File: config.mk
export PLATFORM = sky130hd
export DESIGN_NAME = exposure_ctrl
export DESIGN_NICKNAME = d
export VERILOG_FILES = /design/src/rtl/exposure_ctrl.sv
export SDC_FILE = /design/constraint.sdc
export NUM_CORES = 1
export LEC_CHECK = 0
export ABC_AREA = 1
export CAP_MARGIN = 20
export CORE_ASPECT_RATIO = 0.9
export CORE_MARGIN = 8
export CORE_UTILIZATION = 40
export CTS_BUF_LIST = sky130_fd_sc_hd__clkbuf_4 sky130_fd_sc_hd__clkbuf_8
export CTS_CLUSTER_SIZE = 12
export DETAILED_ROUTE_END_ITERATION = 8
export PLACE_DENSITY = 0.65
export SYNTH_ARGS = -nofsm -noshare
export SYNTH_HDL_FRONTEND = slang
export SYNTH_SLANG_ARGS = --single-unit
File: constraint.sdc
create_clock -name clk -period 1.7 [get_ports clk]
set_input_delay 0.34 -clock clk [delete_from_list [all_inputs] [get_ports clk]]
set_output_delay 0.34 -clock clk [all_outputs]
set_load 0.03 [all_outputs]
File: src/rtl/exposure_ctrl.sv
// Pixel-array frame sequencer: erase, expose, convert, row readout.
// Define EXPOSURE_ADJ_EN to allow exp_inc/exp_dec to trim exp_time.
module exposure_ctrl #(
  parameter int EXP_W       = 5,
  parameter int EXP_DEFAULT = 16,
  parameter int EXP_MIN     = 2,
  parameter int EXP_MAX     = 30,
  parameter int CONV_CYC    = 2,
  parameter int ROWS        = 4
) (
  input  logic             clk,
  input  logic             reset,
  input  logic             init,
  input  logic             exp_inc,
  input  logic             exp_dec,
  output logic             erase,
  output logic             expose,
  output logic             convert,
  output logic             read,
  output logic             shift_en,
  output logic             done,
  output logic [EXP_W-1:0] exp_time
);

  typedef enum logic [2:0] {
    IDLE,
    ERASE,
    EXPOSE,
    CONVERT,
    READ
  } state_t;

  state_t           state;
  logic [EXP_W-1:0] cnt;

  // cnt is loaded with phase length minus one on entry, so loading it
  // from exp_time is the exposure snapshot.
  always_ff @(posedge clk or negedge reset) begin
    if (!reset) begin
      state    <= IDLE;
      cnt      <= '0;
      erase    <= 1'b0;
      expose   <= 1'b0;
      convert  <= 1'b0;
      read     <= 1'b0;
      shift_en <= 1'b0;
      done     <= 1'b0;
    end else begin
      erase    <= 1'b0;
      expose   <= 1'b0;
      convert  <= 1'b0;
      read     <= 1'b0;
      shift_en <= 1'b0;
      done     <= 1'b0;
      unique case (state)
        IDLE: begin
          if (init) begin
            state <= ERASE;
            erase <= 1'b1;
          end
        end
        ERASE: begin
          state  <= EXPOSE;
          cnt    <= exp_time - EXP_W'(1);
          expose <= 1'b1;
        end
        EXPOSE: begin
          if (cnt == '0) begin
            state   <= CONVERT;
            cnt     <= EXP_W'(CONV_CYC - 1);
            convert <= 1'b1;
          end else begin
            cnt    <= cnt - EXP_W'(1);
            expose <= 1'b1;
          end
        end
        CONVERT: begin
          if (cnt == '0) begin
            state    <= READ;
            cnt      <= EXP_W'(ROWS - 1);
            read     <= 1'b1;
            shift_en <= 1'b1;
          end else begin
            cnt     <= cnt - EXP_W'(1);
            convert <= 1'b1;
          end
        end
        READ: begin
          if (cnt == '0) begin
            state <= IDLE;
            done  <= 1'b1;
          end else begin
            cnt      <= cnt - EXP_W'(1);
            shift_en <= 1'b1;
          end
        end
        default: begin
          state <= IDLE;
          cnt   <= '0;
        end
      endcase
    end
  end

`ifdef EXPOSURE_ADJ_EN
  always_ff @(posedge clk or negedge reset) begin
    if (!reset) begin
      exp_time <= EXP_W'(EXP_DEFAULT);
    end else if (exp_inc && !exp_dec) begin
      if (exp_time < EXP_W'(EXP_MAX))
        exp_time <= exp_time + EXP_W'(1);
    end else if (exp_dec && !exp_inc) begin
      if (exp_time > EXP_W'(EXP_MIN))
        exp_time <= exp_time - EXP_W'(1);
    end
  end
`else
  logic unused_adj;
  assign unused_adj = exp_inc ^ exp_dec;
  assign exp_time   = EXP_W'(EXP_DEFAULT);
`endif

endmodule
==> results of run 1 <==
where the power goes:
part	internal, mW	leakage [nW]	switching, mW	total, mW
logic	0.342	0.263	0.588	0.931
clock network	0.130	0.0210	0.103	0.234
registers	0.457	0.180	0.0876	0.545
layout by cell type (no fill, tap or decap):
master	count
nand2_2	1
xnor2_1	2
buf_4	2
nand3_1	6
ha_1	1
nor2_1	7
nor2_2	2
nor2_4	1
clkdlybuf4s50_1	8
nand2_1	26
clkbuf_8	1
dfrtp_1	14
clkbuf_4	3
inv_1	15
conb_1	5
nor3_1	2
nand4_1	2
a21oi_1	2
o21ai_2	1
o21ai_0	5
metal layers:
| layer | track usage (%) | wire length (µm) |
|---|---|---|
| met3 | 3.86 | 92 |
| met4 | 4.87 | 27 |
| met2 | 12.5 | 594 |
| met1 | 11.3 | 691 |
| met5 | 0 | 0 |
worst max-delay path by stage:
stage / startpoint / endpoint / slack, ps
floorplan: cnt[0] / cnt[1] / 400
global placement: cnt[0] / cnt[3] / 190
detailed placement: cnt[0] / shift_en / 170
CTS: expose / expose / 60
global route: expose / expose / 20
finish: expose / expose / 80
sequential cells by signal, indices dropped and copies added (netlist names):
register and cells:
shift_en 1, erase 1, cnt 5, convert 1, expose 1, done 1, read 1, state 3
cell usage after synthesis, drive strengths merged:
cell	count	area (µm²)
o21ai	6	33.8
nand2	27	104
inv	15	56.3
a21oi	2	10.0
dfrtp	14	350
xnor2	2	17.5
nand4	2	12.5
conb	2	7.51
ha	1	12.5
nand3	6	30.0
nor2	10	50.1
buf	6	48.8
nor3	2	10.0
cells by family after synthesis:
family,Yosys count,synth area share [%]
simple gates,47,27.8
other cells,2,1.01
buf+inv,21,14.1
compound gates,8,5.89
flops,14,47.1
xor+xnor,2,2.36
fa+ha+maj,1,1.68
worst reg2reg max path, cell delays in order (launching register included):
cell	delay [ps]
dfrtp_1	400
inv_1	90
ha_1	220
nand3_1	230
buf_4	240
nand3_1	130
nand4_1	100
nand2_1	80
cell type report:
class / instances / area share (%)
clock buffer: 4 / 4.18
inverter: 15 / 6.49
multi-input combinational: 63 / 34.5
sequential: 14 / 40.4
tap: 24 / 3.46
timing repair buffer: 10 / 11.0
stage by stage:
stage	utilization, %	cell area [µm²]	power (mW)
after floorplan	-	754	1.27
after global placement	48.4	831	1.46
after detailed placement	48.4	831	1.48
after CTS	50.5	867	1.72
after global routing	50.5	867	1.88
final	50.5	867	1.71
==> impl_metrics.csv, run 1 <==
group,metric,value,unit
yosys,synth.yosys.seq_area_share,47.1,%
place,dp_hpwl,1140,µm
routing,drt-pass1-iter-count,4,
final_layout,multi_input_area,299,µm²
power_and_ir_drop,p_per_area,1970,mW/mm²
timing,max_freq,619,MHz
clocking,clock-sinks,14,
setup_path,cp.depth,1,
setup_path,end_kind,"output pin",
final_layout,layout.cells.non_filler,130,
setup_path,critPathKind,"reg2out",
power_and_ir_drop,ir_worst_vdd,0.00120,V
routing,wl_per_cell,10.8,µm
yosys,syn_area,743,µm²
setup_path,r2r_cells,7,
outcome,status,"finished, final reports clean",
floorplan,die_y,56.9,µm
setup_path,r2r-start,"cnt[0]",
grt,grt-ovfl-total,0,
setup_path,cp_cell_sequence,"clkdlybuf4s50_1",
yosys,postSynthCellCount,95,
timing,period_share,95.1,%
place,dp.cells,126,
setup_path,worstPathRequired,1360,ps
yosys,ys_types,18,
routing,ant_nets,0,
power_and_ir_drop,leakagePower,0.464,nW
grt,grt_usage,9.05,%
clocking,post_cts_resize_count,0,
routing,totalWireLength,1410,µm
floorplan,die_width,61.4,µm
final_layout,area_growth,16.7,%
clocking,clock_latency,280,ps
grt,grt_max_degree,9,
grt,antenna_found_initial,0,
timing,final.setup.tns,0,ps
clocking,cts_tree,"built",
yosys,yosysWarningCount,0,
clocking,ctsLongestPathBuffers,2,
setup_path,regToRegEndpoint,"state[0]",
setup_path,worstPathBufferInverterCount,1,
yosys,ys_ff_latch,14,
final_layout,seq_area,350,µm²
clocking,htreeDepth,1,
clocking,cts_buffers,3,
final_layout,fill_cells,177,
flow_run,cap_violations,0,
timing,setup_violations,0,
setup_path,crit_family,"buffers and inverters",
setup_path,cpPeakStageDelay,660,ps
place,port_buffers,8,
setup_path,crit_slowest_cell,"clkdlybuf4s50_1",
routing,vias_per_cell,4.42,
grt,grt_pass1_wl,2330,µm
floorplan,start_util,43.3,%
timing,fin_crit,1620,ps
clocking,hold_buffers,0,
routing,vias,574,
place,globalplace.congestion,0.844,
timing,slew_viol_final,0,
routing,drc,0,
setup_path,ff2ff_setup_slack,150,ps
routing,drtIter0Drc,15,
floorplan,num_rows,14,
clocking,postCtsSetupBuffers,0,
timing,finClkSkew,8.24,ps
grt,grt_pass1_vias,541,
floorplan,num_io_pins,16,
setup_path,cp_data_arrival_time,1280,ps
clocking,clkTransAtPathRegs,80,ps
min_path,hp-class,"in2async",
floorplan,coreArea,0.00172,mm²
timing,hold_violations,0,
timing,rsz0062_at_grt,"false",
setup_path,crit_path_max_fanout,1,
timing,hold_ws,310,ps
final_layout,fin_nets,113,
final_layout,drive_gt1_share,10.4,%
clocking,root_buffer,"clkbuf_4",
setup_path,cp-start-kind,"register",
yosys,avgSynthCellArea,7.82,µm²
place,preCtsSetupSlack,167,ps
floorplan,dieArea,0.00350,mm²
timing,worst_slack,83.8,ps
final_layout,diodes,0,
(Power assumes the default switching activity.)
==> run 2, diff against run 1 <==
--- a/config.mk
+++ b/config.mk
@@ -14,6 +14,8 @@
 export CTS_CLUSTER_SIZE = 12
 export DETAILED_ROUTE_END_ITERATION = 8
 export PLACE_DENSITY = 0.65
+export SKIP_CTS_REPAIR_TIMING = 1
 export SYNTH_ARGS = -nofsm -noshare
 export SYNTH_HDL_FRONTEND = slang
 export SYNTH_SLANG_ARGS = --single-unit
+export TNS_END_PERCENT = 30
==> results of run 2 <==
Final layout, timing and power as in run 1 (identical DEF).
==> run 3, diff against run 2 <==
--- a/config.mk
+++ b/config.mk
@@ -13,7 +13,7 @@
 export CTS_BUF_LIST = sky130_fd_sc_hd__clkbuf_4 sky130_fd_sc_hd__clkbuf_8
 export CTS_CLUSTER_SIZE = 12
 export DETAILED_ROUTE_END_ITERATION = 8
-export PLACE_DENSITY = 0.65
+export PLACE_DENSITY_LB_ADDON = 0.25
 export SKIP_CTS_REPAIR_TIMING = 1
 export SYNTH_ARGS = -nofsm -noshare
 export SYNTH_HDL_FRONTEND = slang
==> constraint.sdc (replaced) <==
create_clock -name clk -period 1.4 [get_ports clk]
set_input_delay 0.28 -clock clk [delete_from_list [all_inputs] [get_ports clk]]
set_output_delay 0.28 -clock clk [all_outputs]
set_load 0.03 [all_outputs]
==> run 3 against run 2 <==
  * Utilization increased by 3.9 points
  * Die area unchanged
  * Wire length up 6.1%
  * Sequential share of layout area shrank 2.9 points
  * Via count grew 2.3%
  * Largest cell class unchanged
  * Highest routed layer unchanged
==> impl_metrics.csv, run 3 (synthesis results as in run 1) <==
group,metric,value,unit
timing,hold_ws,298,ps
clocking,htreeDepth,1,
power_and_ir_drop,power,2.19,mW
final_layout,diodes,0,
setup_path,cp_cell_sequence,"nor2_1 -> nand3_4 -> buf_4 -> nor2_4 -> nor2_1 -> nand2_1 -> nand2_1 -> nand2_1",
final_layout,area_growth,25.8,%
routing,drt-pass1-iter-count,4,
floorplan,coreArea,0.00172,mm²
power_and_ir_drop,p_per_area,2340,mW/mm²
grt,grt_max_degree,15,
place,dpl_cell_area,861,µm²
final_layout,largest_reg_flops,5,
grt,antenna_found_initial,0,
power_and_ir_drop,seq_power_share,30.1,%
setup_path,cpPeakStageDelay,410,ps
final_layout,top_regs,"cnt: 5 flops, state: 3 flops",
setup_path,crit_path_max_fanout,5,
routing,vias_per_cell,4.38,
timing,max_freq,756,MHz
routing,drtIter0Drc,25,
clocking,clkTransAtPathRegs,80,ps
routing,wl_per_cell,11.1,µm
grt,grt-ovfl-total,0,
floorplan,dieArea,0.00350,mm²
grt,grt_pass1_vias,563,
place,dp.cells,130,
min_path,hp-class,"in2async",
final_layout,top_register,"cnt",
clocking,clock_latency,280,ps
place,port_buffers,8,
floorplan,die_width,61.4,µm
floorplan,num_rows,14,
clocking,root_buffer,"clkbuf_4",
routing,vias,587,
setup_path,crit_slowest_cell,"dfrtp_1",
timing,setup_violations,0,
setup_path,cp_data_arrival_time,1540,ps
setup_path,critPathKind,"reg2reg",
flow_run,cap_violations,0,
routing,drc,0,
clocking,cts_tree,"built",
setup_path,end_kind,"register",
timing,rsz0062_at_grt,"true",
setup_path,cp-start-kind,"register",
grt,grt_usage,8.99,%
routing,ant_nets,0,
floorplan,start_util,43.3,%
final_layout,fill_cells,180,
setup_path,path_common_cell,"nand2_1",
routing,totalWireLength,1490,µm
power_and_ir_drop,ir_worst_vdd,0.00151,V
final_layout,drive_gt1_share,17.3,%
timing,slew_viol_final,0,
clocking,cts_buffers,3,
power_and_ir_drop,clkPwrFrac,12.7,%
setup_path,worstPathRequired,1620,ps
floorplan,die_y,56.9,µm
final_layout,layout_common_cells,"26 x nand2_1, 15 x inv_1, 14 x dfrtp_1",
timing,finClkSkew,4.55,ps
place,dp_hpwl,1160,µm
outcome,status,"finished, final reports clean",
grt,grt_pass1_wl,2370,µm
power_and_ir_drop,combPwrFrac,57.2,%
power_and_ir_drop,switching_share,45.3,%
final_layout,fin_area,935,µm²
final_layout,layout.cells.non_filler,134,
final_layout,fin_nets,117,
final_layout,layout_commonest_cell,"nand2_1",
power_and_ir_drop,leakagePower,0.581,nW
clocking,ctsLongestPathBuffers,2,
timing,fin_crit,1320,ps
clocking,clock-sinks,14,
timing,period_share,94.5,%
power_and_ir_drop,switchingPower,0.990,mW
power_and_ir_drop,p_int,1.20,mW
place,globalplace.congestion,0.830,
timing,hold_violations,0,
floorplan,num_io_pins,16,
[run 3: cell count changes in the layout (fill, tap and decap cells not counted), moves of 2 or more]
cell	previous run	this run
buf_4	2	6
clkdlybuf4s50_1	8	2
dlymetal6s2s_1	0	6
nand3_1	6	4
[run 3: power by group through the flow]
stage          logic (mW)  registers, mW  clock network [mW]
6_report             1.25          0.658               0.279
5_1_grt              1.42          0.675               0.312
4_1_cts              1.21          0.655               0.291
3_5_place_dp         1.20          0.663                   0
3_3_place_gp         1.18          0.657                   0
2_1_floorplan       0.799          0.739                   0
[run 3: worst max-delay path: cells and delay by family (launching register included)]
family                 cells  cell delay [ps]
and+or+nand+nor            7              690
DFF                        1              410
buffers and inverters      1              160
[run 3: metal layers]
metal | share of wire, % | GRT usage [%] | vias to the layer above
met5 | 0 | 0 | -
met4 | 1.4 | 3.90 | 0
met3 | 5.6 | 3.41 | 2
met2 | 46 | 13.1 | 18
met1 | 47 | 11.3 | 257
li1 | - | - | 310
[run 3: area by class of cell]
class,count,area (µm²),share of cell area (%)
tap,24,30.0,3.21
multi-input combinational,63,322,34.4
clock buffer,4,36.3,3.88
inverter,15,56.3,6.02
timing repair buffer,14,140,15.0
sequential,14,350,37.5
[run 3: worst paths after layout]
check                             from  slack, ps       end  depth (start not counted)
max in group asynchronous        reset        930      read                          2
worst min register to register  cnt[1]        490    cnt[1]                          2
worst max register to register  cnt[2]         80    cnt[1]                          8
worst min-delay path             reset        300  state[0]                          2
worst max-delay path            cnt[2]         80    cnt[1]                          8
min in group clk                cnt[1]        490    cnt[1]                          2
[run 3: through the flow]
step	util (%)	setup slack (ps)	setup TNS (ps)
after floorplan	-	102	0
after global placement	50.1	3.22	0
after detailed placement	50.1	-14.0	-14.0
after CTS	52.3	-191	-1030
after global routing	54.4	-57.3	-188
final	54.4	76.9	0
